==> config.mk <==
export PLATFORM = sky130hd
export DESIGN_NAME = instruction_fetch_queue_flat
export DESIGN_NICKNAME = d
export VERILOG_FILES = /design/src/rtl/instruction_fetch_queue_if.sv /design/src/rtl/instruction_fetch_queue.sv /design/src/flat_wrapper.sv
export SDC_FILE = /design/constraint.sdc
export NUM_CORES = 1
export LEC_CHECK = 0
export ABC_AREA = 1
export BUFFER_PORTS_ARGS = -buffer_cell sky130_fd_sc_hd__buf_4
export CAP_MARGIN = 20
export CORE_MARGIN = 2
export CORE_UTILIZATION = 33
export CTS_BUF_LIST = sky130_fd_sc_hd__clkbuf_16
export DETAILED_ROUTE_END_ITERATION = 7
export SLEW_MARGIN = 20
export SYNTH_ARGS = -nofsm -noshare
export SYNTH_HDL_FRONTEND = slang
export SYNTH_SLANG_ARGS = --single-unit
export TNS_END_PERCENT = 50
==> constraint.sdc <==
create_clock -name clock -period 8.45 [get_ports clock]
set_input_delay 1.2675 -clock clock [delete_from_list [all_inputs] [get_ports clock]]
set_output_delay 1.2675 -clock clock [all_outputs]
set_load 0.1 [all_outputs]
==> src/rtl/instruction_fetch_queue_if.sv <==
// Fetch queue bus bundle: PC side, instruction memory side and decode side.
// master is the fetch queue itself; slave is its environment.
interface instruction_fetch_queue_if;
  logic [31:0] pc_addr;
  logic        redirect;
  logic        pc_stall;
  logic        imem_req;
  logic [31:0] imem_addr;
  logic [31:0] imem_rdata;
  logic [31:0] instr;
  logic [31:0] instr_pc;
  logic        instr_valid;
  logic        instr_ready;

  modport master (
    input  pc_addr,
    input  redirect,
    input  imem_rdata,
    input  instr_ready,
    output pc_stall,
    output imem_req,
    output imem_addr,
    output instr,
    output instr_pc,
    output instr_valid
  );

  modport slave (
    output pc_addr,
    output redirect,
    output imem_rdata,
    output instr_ready,
    input  pc_stall,
    input  imem_req,
    input  imem_addr,
    input  instr,
    input  instr_pc,
    input  instr_valid
  );
endinterface

==> src/rtl/instruction_fetch_queue.sv <==
// Fetch stage: issues word reads for the PC, queues {pc, instr} pairs
// and hands them to decode; stalls the PC on lack of credit, flushes on redirect.
module instruction_fetch_queue #(
  parameter int DEPTH = 4,
  parameter int PTR_W = 2
) (
  input logic                         clock,
  input logic                         reset,
  instruction_fetch_queue_if.master   bus
);

  typedef struct packed {
    logic [31:0] pc;
    logic [31:0] data;
  } fetch_entry_t;

  localparam logic [31:0]      SENTINEL = 32'hFFFF_FFFF;
  localparam logic [PTR_W:0]   FULL     = (PTR_W+1)'(DEPTH);
  localparam logic [PTR_W+1:0] LIMIT    = (PTR_W+2)'(DEPTH);
  localparam logic [PTR_W:0]   CNT_ONE  = (PTR_W+1)'(1);
  localparam logic [PTR_W-1:0] PTR_ONE  = PTR_W'(1);

  fetch_entry_t     storage [DEPTH];
  logic [PTR_W:0]   count;
  logic [PTR_W-1:0] rd_ptr;
  logic [PTR_W-1:0] wr_ptr;
  logic             inflight;
  logic [31:0]      inflight_pc;

  logic [PTR_W+1:0] used;
  logic             space;
  logic             live_pc;
  logic             issue;
  logic             push;
  logic             pop;

  // The in-flight read already owns a slot, so it counts against credit.
  assign used    = {1'b0, count} + {{(PTR_W+1){1'b0}}, inflight};
  assign space   = used < LIMIT;
  assign live_pc = !reset && !bus.redirect && (bus.pc_addr != SENTINEL);
  assign issue   = live_pc && space;
  assign push    = inflight && !bus.redirect && !reset;
  assign pop     = bus.instr_valid && bus.instr_ready;

  assign bus.imem_req    = issue;
  assign bus.imem_addr   = bus.pc_addr;
  assign bus.pc_stall    = live_pc && !space;
  assign bus.instr_valid = count != '0;
  assign bus.instr       = bus.instr_valid ? storage[rd_ptr].data : '0;
  assign bus.instr_pc    = bus.instr_valid ? storage[rd_ptr].pc : '0;

  always_ff @(posedge clock) begin
    if (reset) begin
      count       <= '0;
      rd_ptr      <= '0;
      wr_ptr      <= '0;
      inflight    <= 1'b0;
      inflight_pc <= '0;
    end else if (bus.redirect) begin
      count    <= '0;
      rd_ptr   <= wr_ptr;
      inflight <= 1'b0;
    end else begin
      inflight <= issue;
      if (issue) inflight_pc <= bus.pc_addr;
      if (push) wr_ptr <= wr_ptr + PTR_ONE;
      if (pop) rd_ptr <= rd_ptr + PTR_ONE;
      case ({push, pop})
        2'b10:   count <= count + CNT_ONE;
        2'b01:   count <= count - CNT_ONE;
        default: count <= count;
      endcase
    end
  end

  always_ff @(posedge clock) begin
    if (push) storage[wr_ptr] <= '{pc: inflight_pc, data: bus.imem_rdata};
  end

  always_ff @(posedge clock) begin
    if (!reset && push) assert (count != FULL);
  end

endmodule

==> src/flat_wrapper.sv <==
// flat-port wrapper written by rule: the top's interface ports become plain ports
module instruction_fetch_queue_flat 
#(
  parameter int DEPTH = 4,
  parameter int PTR_W = 2
)
  (clock, reset, bus_pc_addr, bus_redirect, bus_imem_rdata, bus_instr_ready, bus_pc_stall, bus_imem_req, bus_imem_addr, bus_instr, bus_instr_pc, bus_instr_valid);
  instruction_fetch_queue_if bus_i ();
  input logic clock;
  input logic reset;
  input wire logic [$bits(bus_i.pc_addr)-1:0] bus_pc_addr;
  input wire logic [$bits(bus_i.redirect)-1:0] bus_redirect;
  input wire logic [$bits(bus_i.imem_rdata)-1:0] bus_imem_rdata;
  input wire logic [$bits(bus_i.instr_ready)-1:0] bus_instr_ready;
  output wire logic [$bits(bus_i.pc_stall)-1:0] bus_pc_stall;
  output wire logic [$bits(bus_i.imem_req)-1:0] bus_imem_req;
  output wire logic [$bits(bus_i.imem_addr)-1:0] bus_imem_addr;
  output wire logic [$bits(bus_i.instr)-1:0] bus_instr;
  output wire logic [$bits(bus_i.instr_pc)-1:0] bus_instr_pc;
  output wire logic [$bits(bus_i.instr_valid)-1:0] bus_instr_valid;
  assign bus_i.pc_addr = bus_pc_addr;
  assign bus_i.redirect = bus_redirect;
  assign bus_i.imem_rdata = bus_imem_rdata;
  assign bus_i.instr_ready = bus_instr_ready;
  assign bus_pc_stall = bus_i.pc_stall;
  assign bus_imem_req = bus_i.imem_req;
  assign bus_imem_addr = bus_i.imem_addr;
  assign bus_instr = bus_i.instr;
  assign bus_instr_pc = bus_i.instr_pc;
  assign bus_instr_valid = bus_i.instr_valid;
  instruction_fetch_queue #(.DEPTH(DEPTH), .PTR_W(PTR_W)) u_core (.clock(clock), .reset(reset), .bus(bus_i));
endmodule
==> out/metrics.yaml <==
arrival_ns: 3.19
ys_seq_elements: 298
startpoint_type: "flop"
power_frac_comb_pct: 9.2
drt_drc_violations_left: 0
clk_pin_slew_worst_paths_ns: 0.06
drive_above_1_share_pct: 19.0
hold_viol_final: 0
power_density_mw_per_mm2: 220
cap_violations: 0
whs_ns: 0.502
wire_per_inst_um: 15.9
insertion_delay_ns: 0.55
routed_wl_mm: 28.6
start_util_pct: 33.2
vias_per_cell: 4.52
io_buffers: 166
synth_warnings: 0
synth_area_leaders: "edfxtp_1 (62%), nor2_1 (9.2%), dfxtp_1 (6.8%)"
syn-num-nets: 1230
post_cts_buffers: 0
die_h_um: 198
final.min_clock_period_ns: 4.45
fmax_mhz: 224
setup_viol_count_final: 0
drtPass1Iterations: 6
drt_iter0_markers: 416
cts_buffers: 31
crit_type: "reg -> out"
die_area_mm2: 0.0392
slowest_stage: "buf_4"
cpMostUsedCell: "buf_4"
yosys.area.top_type: "edfxtp_1"
avgSynthCellArea_um2: 10.7
layout.nets: 1343
core_area_mm2: 0.0374
syn_inst: 1156
fin_crit_sh_pct: 52.7
grt-ovfl-total: 0
antenna_found_initial: 0
rows: 71
hold_class: "reg -> reg"
dp_hpwl_mm: 15.8
final.fill_count: 3597
p_leak_nw: 5.74
insertedDiodeCount: 0
cts_tree: "built"
tns_ns: 0
fin_skew_ns: 0.0130
pwr-share-clk_pct: 40.7
required_ns: 7.18
syn_area_mm2: 0.0124
final-seq-area_mm2: 0.00853
cts.repair.resized: 0
drt.antenna.violating_nets: 0
status: "complete, no violations"
peakVddDrop_uv: 109
p_int_mw: 2.48
path_max_fanout: 112
path_cells: "clkinv_2, buf_4, o21ai_0, a21oi_1, buf_4"
grt_max_degree: 113
cp_slowest_stage_delay_ns: 0.85
vias: 8153
postCtsHoldBufs: 0
maxSlewHeadroom_pct: 27.9
synthDominantCellAreaShare_pct: 61.9
fin_util_pct: 39.8
htreeDepth: 1
switching_share_pct: 24.3
area_delta_synth_final_pct: 19.7
die_x_um: 198
multi_input_area_mm2: 0.00294
cts_root_buf: "clkbuf_16"
ys_seq_area_share_pct: 68.6
clockBufferDepth: 3
io-pin-count: 167
yosysUniqueCellTypes: 26
grt_pass1_vias: 7894
clock-sinks: 298
grt_use_total_pct: 14.3
drv_slew: 0
p_switching_mw: 0.797
grt_pass1_wl_mm: 44.0
place_congestion: 0.739
rsz0062_at_grt: "no"
power_frac_seq_pct: 50.1
end_kind: "output pin"
tightest_slew_ns: 1.08
==> registers in the layout, summed over array words and instances, names as in the netlist, named ones only <==
signal,flops
u_core.count,3
u_core.rd_ptr,2
u_core.wr_ptr,2
u_core.storage,256
u_core.inflight_pc,32
u_core.inflight,1
==> power by group through the flow <==
stage                     logic [mW]  registers (mW)  clock network (mW)
after detailed placement       0.304            1.67                   0
after global placement         0.301            1.67                   0
after CTS                      0.305            1.64                1.37
after global routing           0.327            1.65                1.42
final                          0.301            1.64                1.33
after floorplan                0.231            1.66                   0
==> layout make-up <==
type | instances | area share [%]
clock inverter | 26 | 1.56
sequential | 298 | 57.4
tap | 511 | 4.30
clock buffer | 31 | 5.22
timing repair buffer | 176 | 8.88
multi-input combinational | 647 | 19.7
inverter | 115 | 2.91
==> stage by stage <==
stage | instance area (µm²) | worst slack, ns | total power, mW | instances
floorplan | 12400 | 3.58 | 1.89 | 1156
global placement | 13900 | 4.07 | 1.97 | 1747
detailed placement | 13900 | 4.00 | 1.98 | 1747
CTS | 14900 | 3.85 | 3.31 | 1804
global route | 14900 | 3.66 | 3.40 | 1804
finish | 14900 | 4.00 | 3.28 | 1804
==> path summary, 6_finish.rpt <==
path | start | to | slack, ns | cells after the start
max | flop | bus_instr_pc[15] | 4.00 | 5
min | u_core.inflight_pc[15] | u_core.storage[0][47] | 0.50 | 0
max reg2reg | u_core.count[1] | u_core.count[2] | 5.84 | 10
min reg2reg | u_core.inflight_pc[15] | u_core.storage[0][47] | 0.50 | 0
==> cell families after synthesis <==
| kind of cell | Yosys count | synth area share, % |
|---|---|---|
| compound gates | 208 | 8.56 |
| simple gates | 433 | 14.1 |
| fa+ha+maj | 6 | 0.665 |
| flops | 298 | 68.6 |
| buf+inv | 211 | 8.02 |
==> critical path, delay by kind of cell (launching register included) <==
| family | cells | cell delay, ns |
|---|---|---|
| AO/OA/AOI/OAI | 2 | 0.55 |
| flip-flops | 1 | 0.53 |
| buffers and inverters | 3 | 1.47 |
==> cell usage in the layout, fill, tap and decap left out, types with 3 or more instances in the layout <==
cell type and count:
nand4_1 33, o21ai_1 3, nor2_2 3, nor2_4 4
dfxtp_1 40, inv_1 116, ha_1 5, edfxtp_1 256
nor2_1 301, buf_4 176, clkinv_1 8, nand2_2 10
nand2_1 80, clkinv_2 6, clkinvlp_4 5, clkbuf_16 31
o21ai_0 131, a21oi_1 70, bufinv_16 4
==> synthesized netlist by cell type (all sizes together) <==
cell type  instances
dfxtp             42
a21oi             70
fa                 1
a211oi             1
edfxtp           256
buf               74
o211ai             1
clkinv             1
inv              114
nor3               1
nand4             33
nor2             308
a31oi              2
nand3              1
o21ai            134
clkbuf            22
nand2             90
ha                 5
==> metal layers <==
metal	vias up	share of wire, %	track usage [%]
li1	4068	-	-
met1	3847	46	19.5
met2	198	47	24.4
met3	40	4.8	1.87
met4	0	1.6	3.29
met5	-	0	0
(Power assumes the default switching activity.)
